<file path="src/rtl/pipe_skid_buffer_if.sv">
// Valid/ready bus between pipe_skid_buffer and its neighbours.
// Ports:
//   flush               : discard all held entries
//   s_valid/s_ready/s_data : upstream handshake and payload
//   m_valid/m_ready/m_data : downstream handshake and payload
//   occupancy           : number of held entries (0..2)
// modport slave is the buffer's view; modport master is the surrounding logic's view.
interface pipe_skid_buffer_if #(
    parameter int unsigned WIDTH = 32
);
    logic             flush;
    logic             s_valid;
    logic             s_ready;
    logic [WIDTH-1:0] s_data;
    logic             m_valid;
    logic             m_ready;
    logic [WIDTH-1:0] m_data;
    logic [1:0]       occupancy;

    modport slave (
        input  flush, s_valid, s_data, m_ready,
        output s_ready, m_valid, m_data, occupancy
    );

    modport master (
        output flush, s_valid, s_data, m_ready,
        input  s_ready, m_valid, m_data, occupancy
    );
endinterface

</file>
<file path="src/rtl/pipe_skid_buffer.sv">
// Two-entry registered pipeline stage with valid/ready on both sides and
// synchronous flush. All outputs come straight from flops, so no input
// reaches an output combinationally.
// Ports:
//   clk   : clock, rising edge
//   reset : synchronous, active-high
//   bus   : pipe_skid_buffer_if.slave (flush, s_*, m_*, occupancy)
module pipe_skid_buffer #(
    parameter int unsigned WIDTH = 32
) (
    input  logic                clk,
    input  logic                reset,
    pipe_skid_buffer_if.slave   bus
);
    typedef enum logic [1:0] {
        EMPTY = 2'd0,
        BUSY  = 2'd1,
        FULL  = 2'd2
    } state_t;

    state_t           state;
    state_t           state_next;
    logic [WIDTH-1:0] main_q;
    logic [WIDTH-1:0] skid_q;
    logic             m_valid_q;
    logic             s_ready_q;
    logic [1:0]       occupancy_q;

    logic             s_fire;
    logic             m_fire;
    logic             load_main;
    logic             main_from_skid;
    logic             load_skid;

    assign s_fire = bus.s_valid & s_ready_q;
    assign m_fire = m_valid_q & bus.m_ready;

    // Next-state and register-load decisions; flush overrides any handshake.
    always_comb begin
        state_next     = state;
        load_main      = 1'b0;
        main_from_skid = 1'b0;
        load_skid      = 1'b0;
        if (bus.flush) begin
            state_next = EMPTY;
        end else begin
            case (state)
                EMPTY: begin
                    if (s_fire) begin
                        load_main  = 1'b1;
                        state_next = BUSY;
                    end
                end
                BUSY: begin
                    if (s_fire && m_fire) begin
                        load_main = 1'b1;
                    end else if (s_fire) begin
                        load_skid  = 1'b1;
                        state_next = FULL;
                    end else if (m_fire) begin
                        state_next = EMPTY;
                    end
                end
                FULL: begin
                    // s_ready is low here, so only a drain can happen.
                    if (m_fire) begin
                        load_main      = 1'b1;
                        main_from_skid = 1'b1;
                        state_next     = BUSY;
                    end
                end
                default: state_next = EMPTY;
            endcase
        end
    end

    // State register plus flags registered from the next state.
    always_ff @(posedge clk) begin
        if (reset) begin
            state       <= EMPTY;
            m_valid_q   <= 1'b0;
            s_ready_q   <= 1'b1;
            occupancy_q <= 2'd0;
        end else begin
            state       <= state_next;
            m_valid_q   <= (state_next != EMPTY);
            s_ready_q   <= (state_next != FULL);
            occupancy_q <= (state_next == FULL) ? 2'd2 :
                           (state_next == BUSY) ? 2'd1 : 2'd0;
        end
    end

    // Payload registers; contents are left alone by flush.
    always_ff @(posedge clk) begin
        if (reset) begin
            main_q <= WIDTH'(0);
            skid_q <= WIDTH'(0);
        end else begin
            if (load_main) begin
                main_q <= main_from_skid ? skid_q : bus.s_data;
            end
            if (load_skid) begin
                skid_q <= bus.s_data;
            end
        end
    end

    assign bus.m_valid   = m_valid_q;
    assign bus.s_ready   = s_ready_q;
    assign bus.occupancy = occupancy_q;
    assign bus.m_data    = main_q;
endmodule

</file>
<file path="src/flat_wrapper.sv">
// flat-port wrapper written by rule: the top's interface ports become plain ports
module pipe_skid_buffer_flat 
#(
    parameter int unsigned WIDTH = 32
)
  (clk, reset, bus_flush, bus_s_valid, bus_s_data, bus_m_ready, bus_s_ready, bus_m_valid, bus_m_data, bus_occupancy);
  pipe_skid_buffer_if #(.WIDTH(WIDTH)) bus_i ();
  input  logic clk;
  input  logic reset;
  input wire logic [$bits(bus_i.flush)-1:0] bus_flush;
  input wire logic [$bits(bus_i.s_valid)-1:0] bus_s_valid;
  input wire logic [$bits(bus_i.s_data)-1:0] bus_s_data;
  input wire logic [$bits(bus_i.m_ready)-1:0] bus_m_ready;
  output wire logic [$bits(bus_i.s_ready)-1:0] bus_s_ready;
  output wire logic [$bits(bus_i.m_valid)-1:0] bus_m_valid;
  output wire logic [$bits(bus_i.m_data)-1:0] bus_m_data;
  output wire logic [$bits(bus_i.occupancy)-1:0] bus_occupancy;
  assign bus_i.flush = bus_flush;
  assign bus_i.s_valid = bus_s_valid;
  assign bus_i.s_data = bus_s_data;
  assign bus_i.m_ready = bus_m_ready;
  assign bus_s_ready = bus_i.s_ready;
  assign bus_m_valid = bus_i.m_valid;
  assign bus_m_data = bus_i.m_data;
  assign bus_occupancy = bus_i.occupancy;
  pipe_skid_buffer #(.WIDTH(WIDTH)) u_core (.clk(clk), .reset(reset), .bus(bus_i));
endmodule
</file>
<file path="config.mk">
export PLATFORM = sky130hd
export DESIGN_NAME = pipe_skid_buffer_flat
export DESIGN_NICKNAME = d
export VERILOG_FILES = /design/src/rtl/pipe_skid_buffer_if.sv /design/src/rtl/pipe_skid_buffer.sv /design/src/flat_wrapper.sv
export SDC_FILE = /design/constraint.sdc
export NUM_CORES = 1
export LEC_CHECK = 0
export BUFFER_PORTS_ARGS = -buffer_cell sky130_fd_sc_hd__buf_2
export CORE_MARGIN = 1
export CORE_UTILIZATION = 29
export DETAILED_ROUTE_END_ITERATION = 6
export GPL_TIMING_DRIVEN = 0
export PLACE_DENSITY_LB_ADDON = 0.2
export SYNTH_ARGS = -nofsm -noshare
export SYNTH_HDL_FRONTEND = slang
export SYNTH_SLANG_ARGS = --single-unit
</file>
<file path="constraint.sdc">
create_clock -name clk -period 4.4 [get_ports clk]
set_clock_uncertainty 0.2 [all_clocks]
set_input_delay 0.44 -clock clk [delete_from_list [all_inputs] [get_ports clk]]
set_output_delay 0.44 -clock clk [all_outputs]
set_load 0.05 [all_outputs]
</file>
==> impl_metrics.csv, run 1 <==
group,metric,value,unit
sta,holdWs,121,ps
clock_tree,clockBufferDepth,2,
sta,timing.final.ws_setup,2410,ps
layout,nets,467,
synth,synth_edf_count,0,
sta,worst_pin_slew,524,ps
layout,layout-drive-gt1-share,24.9,%
sta,period_needed,1990,ps
floorplan,die_height,100,µm
sta,rsz0062_at_grt,"no",
grt,grt_pass1_wl,12000,µm
routing,ant_nets,0,
setup_path,worst-path-stages,5,
clock_tree,cts_resized,0,
grt,gr-usage-all-layers,15.6,%
routing,drtPass1Iterations,4,
place,dp.cells,548,
synth,synthAdderAreaFrac,0,%
setup_path,critPathBufInv,1,
layout,final_core_util,37.6,%
clock_tree,cts_setup_buffers,0,
grt,grt_pass1_vias,2426,
clock_tree,cts_tree,"built",
setup_path,rr_worst_depth,5,
synth,syn_area_per_cell,8.03,µm²
routing,post-route-drc-count,0,
pwr,p_leak,1.42,nW
synth,ys_warn_count,0,
setup_path,path_cells,"a21bo_2 -> nor2_1 -> clkbuf_1 -> nand2_1 -> a21oi_1",
layout,syn_to_final_growth,24.5,%
clock_tree,ctsHoldBuffers,0,
layout,stdcell_count,562,
synth,synth_top_family_by_area,"simple AND/OR/NAND/NOR gates",
place,dp_slack,2240,ps
setup_path,crit_required,4450,ps
grt,grt_max_degree,11,
synth,synth-async-reset-ratio,0,%
routing,vias_per_cell,4.65,
synth,yosysSeqAreaShare,50.0,%
place,place_congestion,0.720,
synth,synth.top_cell.area_share,50.0,%
floorplan,ioPinCount,73,
pwr,ir_drop,120,µV
synth,synth.area.top_cells,"dfxtp_1 (50%), nand2_1 (17%), a311oi_1 (10%)",
sta,fmax,503,MHz
synth,synth_cells,349,
synth,ys_types,25,
synth,synth_seq_cells,70,
setup_path,worstSetupStartpointType,"register",
sta,setup_viol,0,
setup_path,critical_path_class,"reg2reg",
synth,synth_nets,386,
clock_tree,numCtsBuffers,9,
layout,final-seq-area,0.00140,mm²
grt,antenna_found_initial,0,
setup_path,slowest_delay,420,ps
synth,synth_top_cell_by_area,"dfxtp_1",
setup_path,slowest_stage,"clkbuf_1",
sta,drv_slew,0,
routing,drtIter0Drc,77,
place,portBuffers,70,
layout,diodes,0,
worst_hold_path,hold_class,"in2reg",
place,placed_area,0.00332,mm²
synth,synth_mux_area_share,0.357,%
layout,finalInstanceArea,0.00349,mm²
synth,synth-compound-area-share,17.9,%
sta,setup_tns,0,ps
grt,overflow,0,
layout,multi_input_area,0.00125,mm²
pwr,total_power,1.35,mW
synth,syn_area,0.00280,mm²
setup_path,cp.arrival,2040,ps
routing,wl_per_cell,13.5,µm
clock_tree,htree_levels,3,
clock_tree,insertion_delay,340,ps
clock_tree,cts_root_buf,"clkbuf_8",
floorplan,start_util,30.2,%
floorplan,core_area,0.00928,mm²
clock_tree,clkSinkCount,70,
run,maxCapViolations,0,
synth,synth_simple_gate_area_share,26.2,%
status,outcome,"complete, no violations",
setup_path,path_max_fanout,10,
floorplan,die-area,0.0101,mm²
pwr,p_per_area,388,mW/mm²
sta,max_slew_margin,65.1,%
routing,wl,7600,µm
setup_path,cp_top_family,"simple AND/OR/NAND/NOR gates",
floorplan,rows,35,
layout,final.fill_count,1032,
synth,ys.flop_type,"dfxtp_1",
routing,num_vias,2612,
sta,hold_viol_final,0,
sta,finalCritPeriodShare,45.1,%
place,dp_hpwl,5350,µm
synth,synth_xor_area_share,0,%
clock_tree,clk_pin_slew_worst_paths,80,ps
setup_path,setup.worst_path.end_class,"register",
worst_hold_path,hold-path-cell-count,2,
floorplan,die_x,100,µm
power by group:
group          internal (mW)  switching (mW)
clock                  0.244           0.225
sequential             0.661          0.0148
combinational         0.0606           0.149
cell type report:
cell class              instances  area share, %
flip-flops and latches         70           40.2
multi-input cells             250           35.7
repair buffers                 70           10.0
clock buffers                  13           4.84
well taps                     129           4.63
plain buffers                  29           4.48
clock inverters                 1          0.143
synthesized netlist by cell type, drive strengths merged, types with 2 or more instances:
| library cell | number |
|---|---|
| or2 | 2 |
| buf | 18 |
| o22ai | 2 |
| a21oi | 34 |
| clkbuf | 11 |
| nor3b | 2 |
| nand2 | 129 |
| a311oi | 32 |
| nor4 | 2 |
| dfxtp | 70 |
| nor2 | 36 |
kinds of logic after synthesis:
kind of cell | count (synthesis)
flip-flops | 70
AND/OR/NAND/NOR | 178
multiplexers | 1
AO/OA/AOI/OAI | 71
buffers and inverters | 29
sequential cells by signal, indices dropped and copies added, names as in the netlist:
name / flops
u_core.bus.s_ready: 1
u_core.bus.m_valid: 1
u_core.bus.occupancy: 2
u_core.skid_q: 32
u_core.state: 2
u_core.bus.m_data: 32
worst paths after layout:
kind                          from               end  slack, ps
setup / recovery   u_core.state[0]  u_core.skid_q[3]       2410
hold / removal           bus_flush   u_core.state[0]        120
hold reg to reg   u_core.skid_q[8]  u_core.skid_q[8]        260
setup reg to reg   u_core.state[0]  u_core.skid_q[3]       2410
cell usage in the layout, fill, tap and decap left out, types with 2 or more instances in the layout:
cell type  synthesis  layout
nand2_1          129     129
buf_2             14      84
dfxtp_1           70      70
nor2_1            35      35
a21oi_1           34      34
a311oi_1          32      32
clkbuf_1          11      12
clkbuf_8           0      12
buf_6              4       4
or2_2              2       2
nor3b_1            2       2
nor4_1             2       2
routing by layer:
| layer | wire (µm) | GRT usage, % |
|---|---|---|
| met5 | 0 | 0 |
| met4 | 124 | 7.25 |
| met3 | 404 | 3.34 |
| met1 | 3580 | 20.7 |
| met2 | 3490 | 24.1 |
(Power assumes the default switching activity.)
==> inputs of run 2 (changes only) <==
clock period = 2.1 ns   (was 4.4 ns; I/O delays follow)
==> impl_metrics.csv, run 2 (same netlist as run 1, synthesis figures left out) <==
group,metric,value,unit
status,outcome,"complete, no violations",
pwr,p_comb_share,16.9,%
sta,hold_viol_final,0,
worst_hold_path,hold_class,"in2reg",
pwr,p_leak,1.56,nW
layout,diodes,0,
setup_path,critical_path_class,"reg2reg",
pwr,power_switching,825,µW
setup_path,path_max_fanout,10,
pwr,p_per_area,756,mW/mm²
routing,ant_nets,0,
layout,final.fill_count,1014,
routing,post-route-drc-count,0,
layout,syn_to_final_growth,36.3,%
setup_path,setup.worst_path.end_class,"register",
sta,setup_viol,0,
setup_path,crit_required,2100,ps
pwr,power_frac_clock,34.1,%
routing,vias_per_cell,4.63,
setup_path,worstSetupStartpointType,"register",
pwr,ir_drop,255,µV
setup_path,cp_top_family,"simple AND/OR/NAND/NOR gates",
grt,grt_util_met2,25.3,%
layout,final_cell_mix,"nand2_1 (129), buf_2 (84), dfxtp_1 (70), nor2_1 (35), a21oi_1 (34)",
setup_path,cp.arrival,1910,ps
clock_tree,clkSinkCount,70,
grt,busiest_layer,"met2",
setup_path,critPathBufInv,2,
floorplan,ioPinCount,73,
pwr,seqPwrFrac,49.0,%
clock_tree,htree_levels,3,
sta,period_needed,1920,ps
place,place_congestion,0.720,
grt,use_met1,21.6,%
floorplan,core_area,0.00928,mm²
setup_path,path_cells,"nand4b_2 -> or2_2 -> clkbuf_1 -> buf_2 -> nand2_1 -> a311oi_1",
clock_tree,cts_root_buf,"clkbuf_8",
sta,finalCritPeriodShare,91.2,%
setup_path,slowest_delay,470,ps
sta,rsz0062_at_grt,"no",
layout,final-seq-area,0.00140,mm²
clock_tree,clk_pin_slew_worst_paths,80,ps
grt,grtUsageMet3,2.65,%
floorplan,die_x,100,µm
routing,wl_per_cell,13.1,µm
sta,setup_tns,0,ps
floorplan,die_height,100,µm
clock_tree,numCtsBuffers,9,
pwr,p_int,2.06,mW
routing,num_vias,2757,
grt,grt_max_degree,11,
layout,nets,500,
place,dp_hpwl,5350,µm
clock_tree,insertion_delay,340,ps
grt,grt_pass1_wl,12500,µm
sta,worst_pin_slew,520,ps
layout,layout-drive-gt1-share,23.4,%
place,placed_area,0.00332,mm²
setup_path,slowest_stage,"dfxtp_1",
floorplan,die-area,0.0101,mm²
place,dp.cells,548,
routing,drtPass1Iterations,4,
routing,wl,7790,µm
floorplan,rows,35,
sta,holdWs,41.0,ps
routing,drtIter0Drc,67,
sta,timing.final.ws_setup,184,ps
floorplan,start_util,30.2,%
grt,antenna_found_initial,0,
pwr,total_power,2.89,mW
layout,finalInstanceArea,0.00382,mm²
grt,overflow,0,
sta,drv_slew,0,
layout,multi_input_area,0.00125,mm²
clock_tree,cts_tree,"built",
sta,fmax,522,MHz
run,maxCapViolations,0,
clock_tree,cts_setup_buffers,0,
grt,gr-usage-all-layers,16.1,%
clock_tree,clockBufferDepth,2,
layout,stdcell_count,595,
pwr,swShare,28.6,%
grt,grt_pass1_vias,2560,
place,portBuffers,70,
layout,final_core_util,41.2,%
layout,final_common_cell,"nand2_1",
sta,max_slew_margin,65.3,%
place,dp_slack,138,ps
==> run 2: path summary, 6_finish.rpt <==
path                          start                     to  slack [ps]  cells after the start
setup / recovery    u_core.state[1]  u_core.bus.m_data[25]         180                      6
hold / removal            bus_flush   u_core.bus.m_data[0]          40                      4
hold reg to reg   u_core.skid_q[22]      u_core.skid_q[22]         250                      2
setup reg to reg    u_core.state[1]  u_core.bus.m_data[25]         180                      6
==> run 2: per-layer routing <==
layer / up-vias / routed length [µm]
met5: - / 0
met4: 0 / 114
met3: 9 / 390
met2: 69 / 3600
met1: 1269 / 3680
li1: 1410 / -
==> run 2: power groups by stage <==
stage / clock network, mW / logic, mW / registers [mW]
after floorplan: 0 / 0.148 / 1.60
after global placement: 0 / 0.441 / 1.44
after detailed placement: 0 / 0.443 / 1.45
after CTS: 1.01 / 0.491 / 1.42
after global routing: 1.07 / 0.523 / 1.42
final: 0.986 / 0.487 / 1.42
==> run 2: layout make-up <==
type / instances / share of cell area (%)
Buffer: 29 / 4.13
Clock buffer: 13 / 4.42
Clock inverter: 1 / 0.131
Multi-Input combinational cell: 250 / 32.6
Sequential cell: 70 / 36.7
Tap cell: 129 / 4.22
Timing Repair Buffer: 103 / 17.8
==> run 2: timing repair <==
action                     4_1_cts  5_1_grt
hold buffers                    33        0
setup endpoints to repair        0        6
hold endpoints to repair        70        0
resized for setup                0        2
==> run 2: tightest hold or removal path, cell delays in order <==
cell and delay, ps:
buf_6 100, nor2_2 70, nand2_1 70, a311oi_1 90
